[src/rtl/cs_pkg.sv]
`timescale 1ns/1ps
`default_nettype none
// ============================================================================
//  Module      : cs_pkg
//  Description : Shared constants and a helper for the CS result buffer
//                slice. Widths and depths here are the defaults picked up by
//                the interface, the FIFO and the buffer top.
//  Ports       : none (package)
//  Revision    : 1.0 - initial release
// ============================================================================
package cs_pkg;

    localparam int CS_DW        = 10;                    // CS result width
    localparam int CS_XW        = 8;                     // CS sample width
    localparam int CS_WARMUP    = 9;                     // CS window length
    localparam int CS_BUF_DEPTH = 8;                     // FIFO entries
    localparam int CS_BUF_AW    = $clog2(CS_BUF_DEPTH);  // FIFO address bits
    localparam int CS_CW        = 8;                     // drop counter width

    // Increment that sticks at all-ones instead of wrapping.
    function automatic logic [CS_CW-1:0] sat_inc(input logic [CS_CW-1:0] v);
        return (&v) ? v : v + 1'b1;
    endfunction

endpackage
`default_nettype wire

[src/rtl/cs_result_buffer_if.sv]
`timescale 1ns/1ps
`default_nettype none
// ============================================================================
//  Module      : cs_result_buffer_if
//  Description : Bundles the CS-side inputs and the host-side drain handshake
//                of the result buffer.
//  Ports       : in_en, Y_in            CS side (driven by master)
//                out_ready              host accept (driven by master)
//                out_data, out_valid    head of FIFO (driven by slave)
//                level, drop_cnt,
//                overflow               status (driven by slave)
//  Revision    : 1.0 - initial release
// ============================================================================
interface cs_result_buffer_if
    import cs_pkg::*;
#(
    parameter int DW = CS_DW,
    parameter int AW = CS_BUF_AW,
    parameter int CW = CS_CW
) ();

    logic          in_en;
    logic [DW-1:0] Y_in;
    logic [DW-1:0] out_data;
    logic          out_valid;
    logic          out_ready;
    logic [AW:0]   level;
    logic [CW-1:0] drop_cnt;
    logic          overflow;

    modport master (
        output in_en, Y_in, out_ready,
        input  out_data, out_valid, level, drop_cnt, overflow
    );

    modport slave (
        input  in_en, Y_in, out_ready,
        output out_data, out_valid, level, drop_cnt, overflow
    );

endinterface
`default_nettype wire

[src/rtl/cs_sync_fifo.sv]
`timescale 1ns/1ps
`default_nettype none
// ============================================================================
//  Module      : cs_sync_fifo
//  Description : Generic single-clock FIFO, 2**AW entries, with wrap-bit
//                pointers. Read data is a combinational view of the head
//                entry and reads as zero while empty. Push while full is
//                legal when a pop happens on the same edge.
//  Ports       : clk, reset          clock, async active-high reset
//                push, wdata         write strobe and data
//                pop                 read strobe (caller guarantees !empty)
//                full, empty, level  occupancy status
//                rdata               head entry, 0 when empty
//  Revision    : 1.0 - initial release
// ============================================================================
module cs_sync_fifo #(
    parameter int DW = 10,
    parameter int AW = 3
) (
    input  wire logic          clk,
    input  wire logic          reset,
    input  wire logic          push,
    input  wire logic          pop,
    input  wire logic [DW-1:0] wdata,
    output logic               full,
    output logic               empty,
    output logic [AW:0]        level,
    output logic [DW-1:0]      rdata
);

    localparam int DEPTH = 1 << AW;

    logic [DW-1:0] mem [DEPTH];
    logic [AW:0]   wr_ptr;
    logic [AW:0]   rd_ptr;

    // Storage has no reset; only the pointers define which entries are live.
    always_ff @(posedge clk) begin
        if (push) begin
            mem[wr_ptr[AW-1:0]] <= wdata;
        end
    end

    always_ff @(posedge clk or posedge reset) begin
        if (reset) begin
            wr_ptr <= '0;
            rd_ptr <= '0;
        end else begin
            if (push) begin
                wr_ptr <= wr_ptr + 1'b1;
            end
            if (pop) begin
                rd_ptr <= rd_ptr + 1'b1;
            end
        end
    end

    // Same index, different wrap bit means the writer is a whole lap ahead.
    assign full  = ((wr_ptr ^ rd_ptr) == {1'b1, {AW{1'b0}}});
    assign empty = (wr_ptr == rd_ptr);
    // Modular pointer difference is the occupancy, 0..DEPTH.
    assign level = wr_ptr - rd_ptr;
    assign rdata = empty ? '0 : mem[rd_ptr[AW-1:0]];

endmodule
`default_nettype wire

[src/rtl/cs_result_buffer.sv]
`timescale 1ns/1ps
`default_nettype none
// ============================================================================
//  Module      : cs_result_buffer
//  Description : Downstream stage of the CS system. Tracks how many
//                consecutive valid X samples have entered the CS window and
//                captures Y only when the window is fully valid. Captured
//                results are queued in a FIFO and drained over valid/ready;
//                captures that find the FIFO full (with no pop on the same
//                edge) are counted and flagged.
//  Ports       : clk    rising-edge clock shared with CS
//                reset  asynchronous active-high reset
//                bus    cs_result_buffer_if.slave (in_en, Y_in, out_ready in;
//                       out_data, out_valid, level, drop_cnt, overflow out)
//  Revision    : 1.0 - initial release
// ============================================================================
module cs_result_buffer
    import cs_pkg::*;
#(
    parameter int WARMUP = CS_WARMUP,
    parameter int DEPTH  = CS_BUF_DEPTH,
    parameter int AW     = $clog2(DEPTH),
    parameter int DW     = CS_DW,
    parameter int CW     = CS_CW
) (
    input  wire logic           clk,
    input  wire logic           reset,
    cs_result_buffer_if.slave   bus
);

    localparam int WCW = $clog2(WARMUP + 1);
    localparam logic [WCW-1:0] WARMUP_VAL = WCW'(WARMUP);

    logic [WCW-1:0] wcnt;
    logic [CW-1:0]  drop_cnt;
    logic           overflow;

    logic           cap;
    logic           push;
    logic           pop;
    logic           drop;
    logic           full;
    logic           empty;
    logic [AW:0]    level;
    logic [DW-1:0]  rdata;

    // Y is meaningful once the whole window holds valid samples; wcnt is the
    // pre-edge value, so this edge's in_en only matters for later captures.
    assign cap  = (wcnt == WARMUP_VAL);
    assign pop  = !empty && bus.out_ready;
    // A pop on the same edge frees the slot the capture needs.
    assign push = cap && (!full || pop);
    assign drop = cap && full && !pop;

    always_ff @(posedge clk or posedge reset) begin
        if (reset) begin
            wcnt     <= '0;
            drop_cnt <= '0;
            overflow <= 1'b0;
        end else begin
            if (!bus.in_en) begin
                wcnt <= '0;
            end else if (wcnt != WARMUP_VAL) begin
                wcnt <= wcnt + 1'b1;
            end
            if (drop) begin
                drop_cnt <= sat_inc(drop_cnt);
                overflow <= 1'b1;
            end
        end
    end

    cs_sync_fifo #(
        .DW (DW),
        .AW (AW)
    ) u_fifo (
        .clk   (clk),
        .reset (reset),
        .push  (push),
        .pop   (pop),
        .wdata (bus.Y_in),
        .full  (full),
        .empty (empty),
        .level (level),
        .rdata (rdata)
    );

    assign bus.out_data  = rdata;
    assign bus.out_valid = !empty;
    assign bus.level     = level;
    assign bus.drop_cnt  = drop_cnt;
    assign bus.overflow  = overflow;

endmodule
`default_nettype wire

[src/flat_wrapper.sv]
// flat-port wrapper written by rule: the top's interface ports become plain ports
module cs_result_buffer_flat import cs_pkg::*;
#(
    parameter int WARMUP = CS_WARMUP,
    parameter int DEPTH  = CS_BUF_DEPTH,
    parameter int AW     = $clog2(DEPTH),
    parameter int DW     = CS_DW,
    parameter int CW     = CS_CW
)
  (clk, reset, bus_in_en, bus_Y_in, bus_out_ready, bus_out_data, bus_out_valid, bus_level, bus_drop_cnt, bus_overflow);
  cs_result_buffer_if #(.DW(DW), .AW(AW), .CW(CW)) bus_i ();
  input  wire logic clk;
  input  wire logic reset;
  input wire logic [$bits(bus_i.in_en)-1:0] bus_in_en;
  input wire logic [$bits(bus_i.Y_in)-1:0] bus_Y_in;
  input wire logic [$bits(bus_i.out_ready)-1:0] bus_out_ready;
  output wire logic [$bits(bus_i.out_data)-1:0] bus_out_data;
  output wire logic [$bits(bus_i.out_valid)-1:0] bus_out_valid;
  output wire logic [$bits(bus_i.level)-1:0] bus_level;
  output wire logic [$bits(bus_i.drop_cnt)-1:0] bus_drop_cnt;
  output wire logic [$bits(bus_i.overflow)-1:0] bus_overflow;
  assign bus_i.in_en = bus_in_en;
  assign bus_i.Y_in = bus_Y_in;
  assign bus_i.out_ready = bus_out_ready;
  assign bus_out_data = bus_i.out_data;
  assign bus_out_valid = bus_i.out_valid;
  assign bus_level = bus_i.level;
  assign bus_drop_cnt = bus_i.drop_cnt;
  assign bus_overflow = bus_i.overflow;
  cs_result_buffer #(.WARMUP(WARMUP), .DEPTH(DEPTH), .AW(AW), .DW(DW), .CW(CW)) u_core (.clk(clk), .reset(reset), .bus(bus_i));
endmodule
[config.mk]
export PLATFORM = sky130hd
export DESIGN_NAME = cs_result_buffer_flat
export DESIGN_NICKNAME = d
export VERILOG_FILES = /design/src/rtl/cs_pkg.sv /design/src/rtl/cs_result_buffer_if.sv /design/src/rtl/cs_sync_fifo.sv /design/src/rtl/cs_result_buffer.sv /design/src/flat_wrapper.sv
export SDC_FILE = /design/constraint.sdc
export NUM_CORES = 1
export LEC_CHECK = 0
export CORE_MARGIN = 10
export CORE_UTILIZATION = 61
export DETAILED_ROUTE_END_ITERATION = 8
export PLACE_DENSITY = 0.83
export RECOVER_POWER = 25
export SYNTH_ARGS = -nofsm -noshare
export SYNTH_HDL_FRONTEND = slang
export SYNTH_SLANG_ARGS = --single-unit
[constraint.sdc]
create_clock -name clk -period 6.8 [get_ports clk]
set_input_delay 0.68 -clock clk [delete_from_list [all_inputs] [get_ports clk]]
set_output_delay 0.68 -clock clk [all_outputs]
set_load 0.01 [all_outputs]
==> metrics.md <==
| Metric | Value |
|---|---|
| Grt met3 use | 0.0456 |
| DIE AREA | ~0.011 sq mm |
| Most Crowded Layer GR | met2 |
| Met2 Use GR | 0.241 |
| Met1 Usage GRT | 0.210 |
| Final core occ | 0.718 |
| Power per cell area | between 300 and 400 mW/mm^2 |
| Crit Path Category | reg2out |
| Antenna diode count | 0 |
| Count of final hold-check violations | 0 |
| MaxCap Viol Count | 0 |
| Maximum VDD drop | between 200 and 250 uV |
| Post-Syn Area per Cell | approximately 17 sq um |
| Largest stage delay on the critical path | roughly 870 ps |
| Initial Util | 0.623 |
| Fmax | about 230 MHz |
| Sequential power share | 0.451 |
| # resized after CTS | 0 |
| Die H | ~100 um |
| CTS Buf Count | 9 |
| Startpoint Class | flop |
| Layout area overhead | 15.3% |
| Post-Route WL | ~7.6 mm |
| Hold Crit Class | reg2reg |
| Post-detail-place hpwl | 4.89 mm |
| Final Wtd Congestion | around 0.75 |
| Leakage | about 0.0017 uW |
| Slew HR | 0.244 |
| Crit share post-route | 0.638 |
| GRT Total Usage | 0.158 |
| Core box area | around 0.0067 sq mm |
| Critical-path cell list | inv_1 -> ha_1 -> nand3_1 -> nor2b_1 -> inv_1 -> clkdlybuf4s50_1 |
| Sequential fraction of the synthesis area | 0.700 |
| Yosys reg bits | between 100 and 150 |
| Final Slew Violations | 0 |
| Cell mode on critical path | inv_1 |
| Vias | 2259 |
| DRT Pass-1 Iters | 4 |
| Clock Skew | ~7.8 ps |
| Total grt overflow | 0 |
| Net Sw Frac | 0.306 |
| Worst EP arrival | 3660 ps |
| Number of flops mapped to enable cells by yosys | 80 |
| Num rows | 30 |
| Internal power | about 1100 uW |
| Slew @ Worst Pin | about 1100 ps |
| Largest net degree at the start of global routing | 26 |
| Netlist cell types | 32 |
| Crit end category | output port |
| Reg clk slew, reported paths | roughly 100 ps |
| Status | finished clean |
| First-pass GRT wire length | 12.3 mm |
| Layout net count | approximately 320 |
| Most common cell in the netlist | edfxtp_1 |
| Minimum clock period | between 4000 and 5000 ps |
| WL per Instance | around 20 um |
| RSZ-0062 raised after global routing | no |
| Cells after synthesis | 252 |
| Post-synth top area cell | edfxtp_1 |
| Required time of the critical path | 6120 ps |
| Clock H-tree levels | 3 |
| Port bufs | 37 |
| CP max stage cell | nor2b_1 |
| Number of global-route vias before repair | between 2000 and 2500 |
| Vias per Instance | around 5.9 |
| Combinational share of power | 0.333 |
| Async set-or-reset flop fraction in the synthesized netlist | 0.208 |
| 1st-iter DRT viols | about 160 |
| Number of buffers inserted by hold repair at cts | 0 |
| Antenna violations before repair | 0 |
| Share of cells above drive strength 1 | 0.140 |
| Synth Flop Type | edfxtp_1 |
| Commonest cells in the netlist | edfxtp_1, nand2_1, dfrtp_1 |
| DRC viols | 0 |
| CTS tree | built |
| Crit-path max FO | 13 |
| Setup TNS | 0 ps |
| ANT nets after route | 0 |
| Sw power | between 400 and 500 uW |
| Clock buffer depth | 2 |
| Clock Latency Late Sink | between 300 and 400 ps |
| Die X | approximately 100 um |
| Synth area leaders | edfxtp_1, dfrtp_1, mux4_2 |
| Post-CTS Setup Bufs | 0 |
| Net Count, Synth | about 280 |
| Clock power share | 0.216 |
| Clock sink count | between 100 and 150 |
| Syn. warnings | 0 |
| Top cell type's share of synthesized area | 0.574 |
| Num ports | 38 |
| Setup Viol. Count Final | 0 |
| Clk Tree Root Cell | clkbuf_8 |
| Cell Area, Synth | about 0.0042 sq mm |
==> layout by cell type, fill, tap and decap left out, types with 2 or more instances in the layout <==
cell / Yosys / routed
xor2_1: 8 / 8
clkinv_4: 0 / 2
nand2b_1: 3 / 3
nor3_1: 3 / 3
mux2_2: 2 / 2
inv_8: 0 / 2
and3_1: 2 / 2
nand3_1: 7 / 7
dlygate4sd3_1: 0 / 8
edfxtp_1: 80 / 80
mux4_2: 20 / 20
a31oi_1: 2 / 2
nand2_1: 28 / 28
nor2_1: 10 / 10
buf_4: 0 / 4
nor2b_1: 2 / 2
nor4_1: 3 / 3
ha_1: 8 / 8
clkbuf_8: 0 / 9
clkdlybuf4s50_1: 0 / 29
and2_1: 2 / 2
inv_1: 11 / 11
a21oi_1: 13 / 13
dfrtp_1: 21 / 21
xnor2_1: 8 / 8
==> critical path, delay by kind of cell (launching register included) <==
kind	cells	cell delay, ps
buf+inv	3	1150
simple gates	2	1030
flops	1	680
fa+ha+maj	1	440
==> area by class of cell <==
class                      count  area, sq um
fill                         445         1900
multi-input combinational    132         1170
clock inverter                 6         56.3
tap                           80          100
sequential                   101         2930
clock buffer                  10          128
timing repair buffer          41          400
inverter                      11         41.3
==> path summary, 6_finish.rpt <==
kind,startpoint,end,slack (ps),depth (start not counted)
worst min-delay path,u_core.bus.overflow$_DFFE_PP0P_,u_core.bus.overflow$_DFFE_PP0P_,470,1
worst max-delay path,u_core.u_fifo.rd_ptr[2]$_DFFE_PP0P_,bus_out_valid,2460,6
min in group asynchronous,reset,u_core.bus.overflow$_DFFE_PP0P_,790,2
worst min register to register,u_core.bus.overflow$_DFFE_PP0P_,u_core.bus.overflow$_DFFE_PP0P_,470,1
max in group asynchronous,reset,u_core.u_fifo.rd_ptr[2]$_DFFE_PP0P_,5500,2
worst max register to register,u_core.u_fifo.rd_ptr[2]$_DFFE_PP0P_,u_core.u_fifo.rd_ptr[1]$_DFFE_PP0P_,3400,7
==> sequential cells by signal (all words and copies together) (netlist names) <==
name                  cells
u_core.u_fifo.mem        80
u_core.bus.drop_cnt       8
u_core.u_fifo.rd_ptr      4
u_core.u_fifo.wr_ptr      4
u_core.wcnt               4
u_core.bus.overflow       1
==> per-stage QoR <==
stage	power (uW)	std cells	cell area [sq um]	setup WS (ps)	hold slack, ps
2_1_floorplan	1060	252	4180	4070	462
4_1_cts	1650	381	4830	2460	478
6_report	1630	381	4820	2460	471
5_1_grt	1720	381	4820	2240	511
3_5_place_dp	1300	365	4650	2860	451
3_3_place_gp	1290	365	4650	2950	451
==> power groups by stage <==
stage,logic (uW),clock network [uW],registers (uW)
finish,542,352,734
global route,590,388,739
CTS,554,360,733
detailed placement,550,0,747
global placement,542,0,746
floorplan,347,0,715
==> cells by family (layout without fill, tap and decap cells) <==
logic type,Yosys count,after routing,synth area share
flip-flops,101,101,0.700
AND/OR/NAND/NOR,65,65,0.0778
multiplexers,23,23,0.116
AO/OA/AOI/OAI,19,19,0.0266
buffers and inverters,19,68,0.0179
XOR/XNOR,16,16,0.0335
adder cells (fa/ha/maj),9,9,0.0287
==> routing by layer <==
metal,vias up,wire length [um]
met4,0,134
met2,74,3690
met5,-,0
li1,1042,-
met1,1133,3270
met3,10,510
Note: power is estimated with default switching activity, not from simulation.
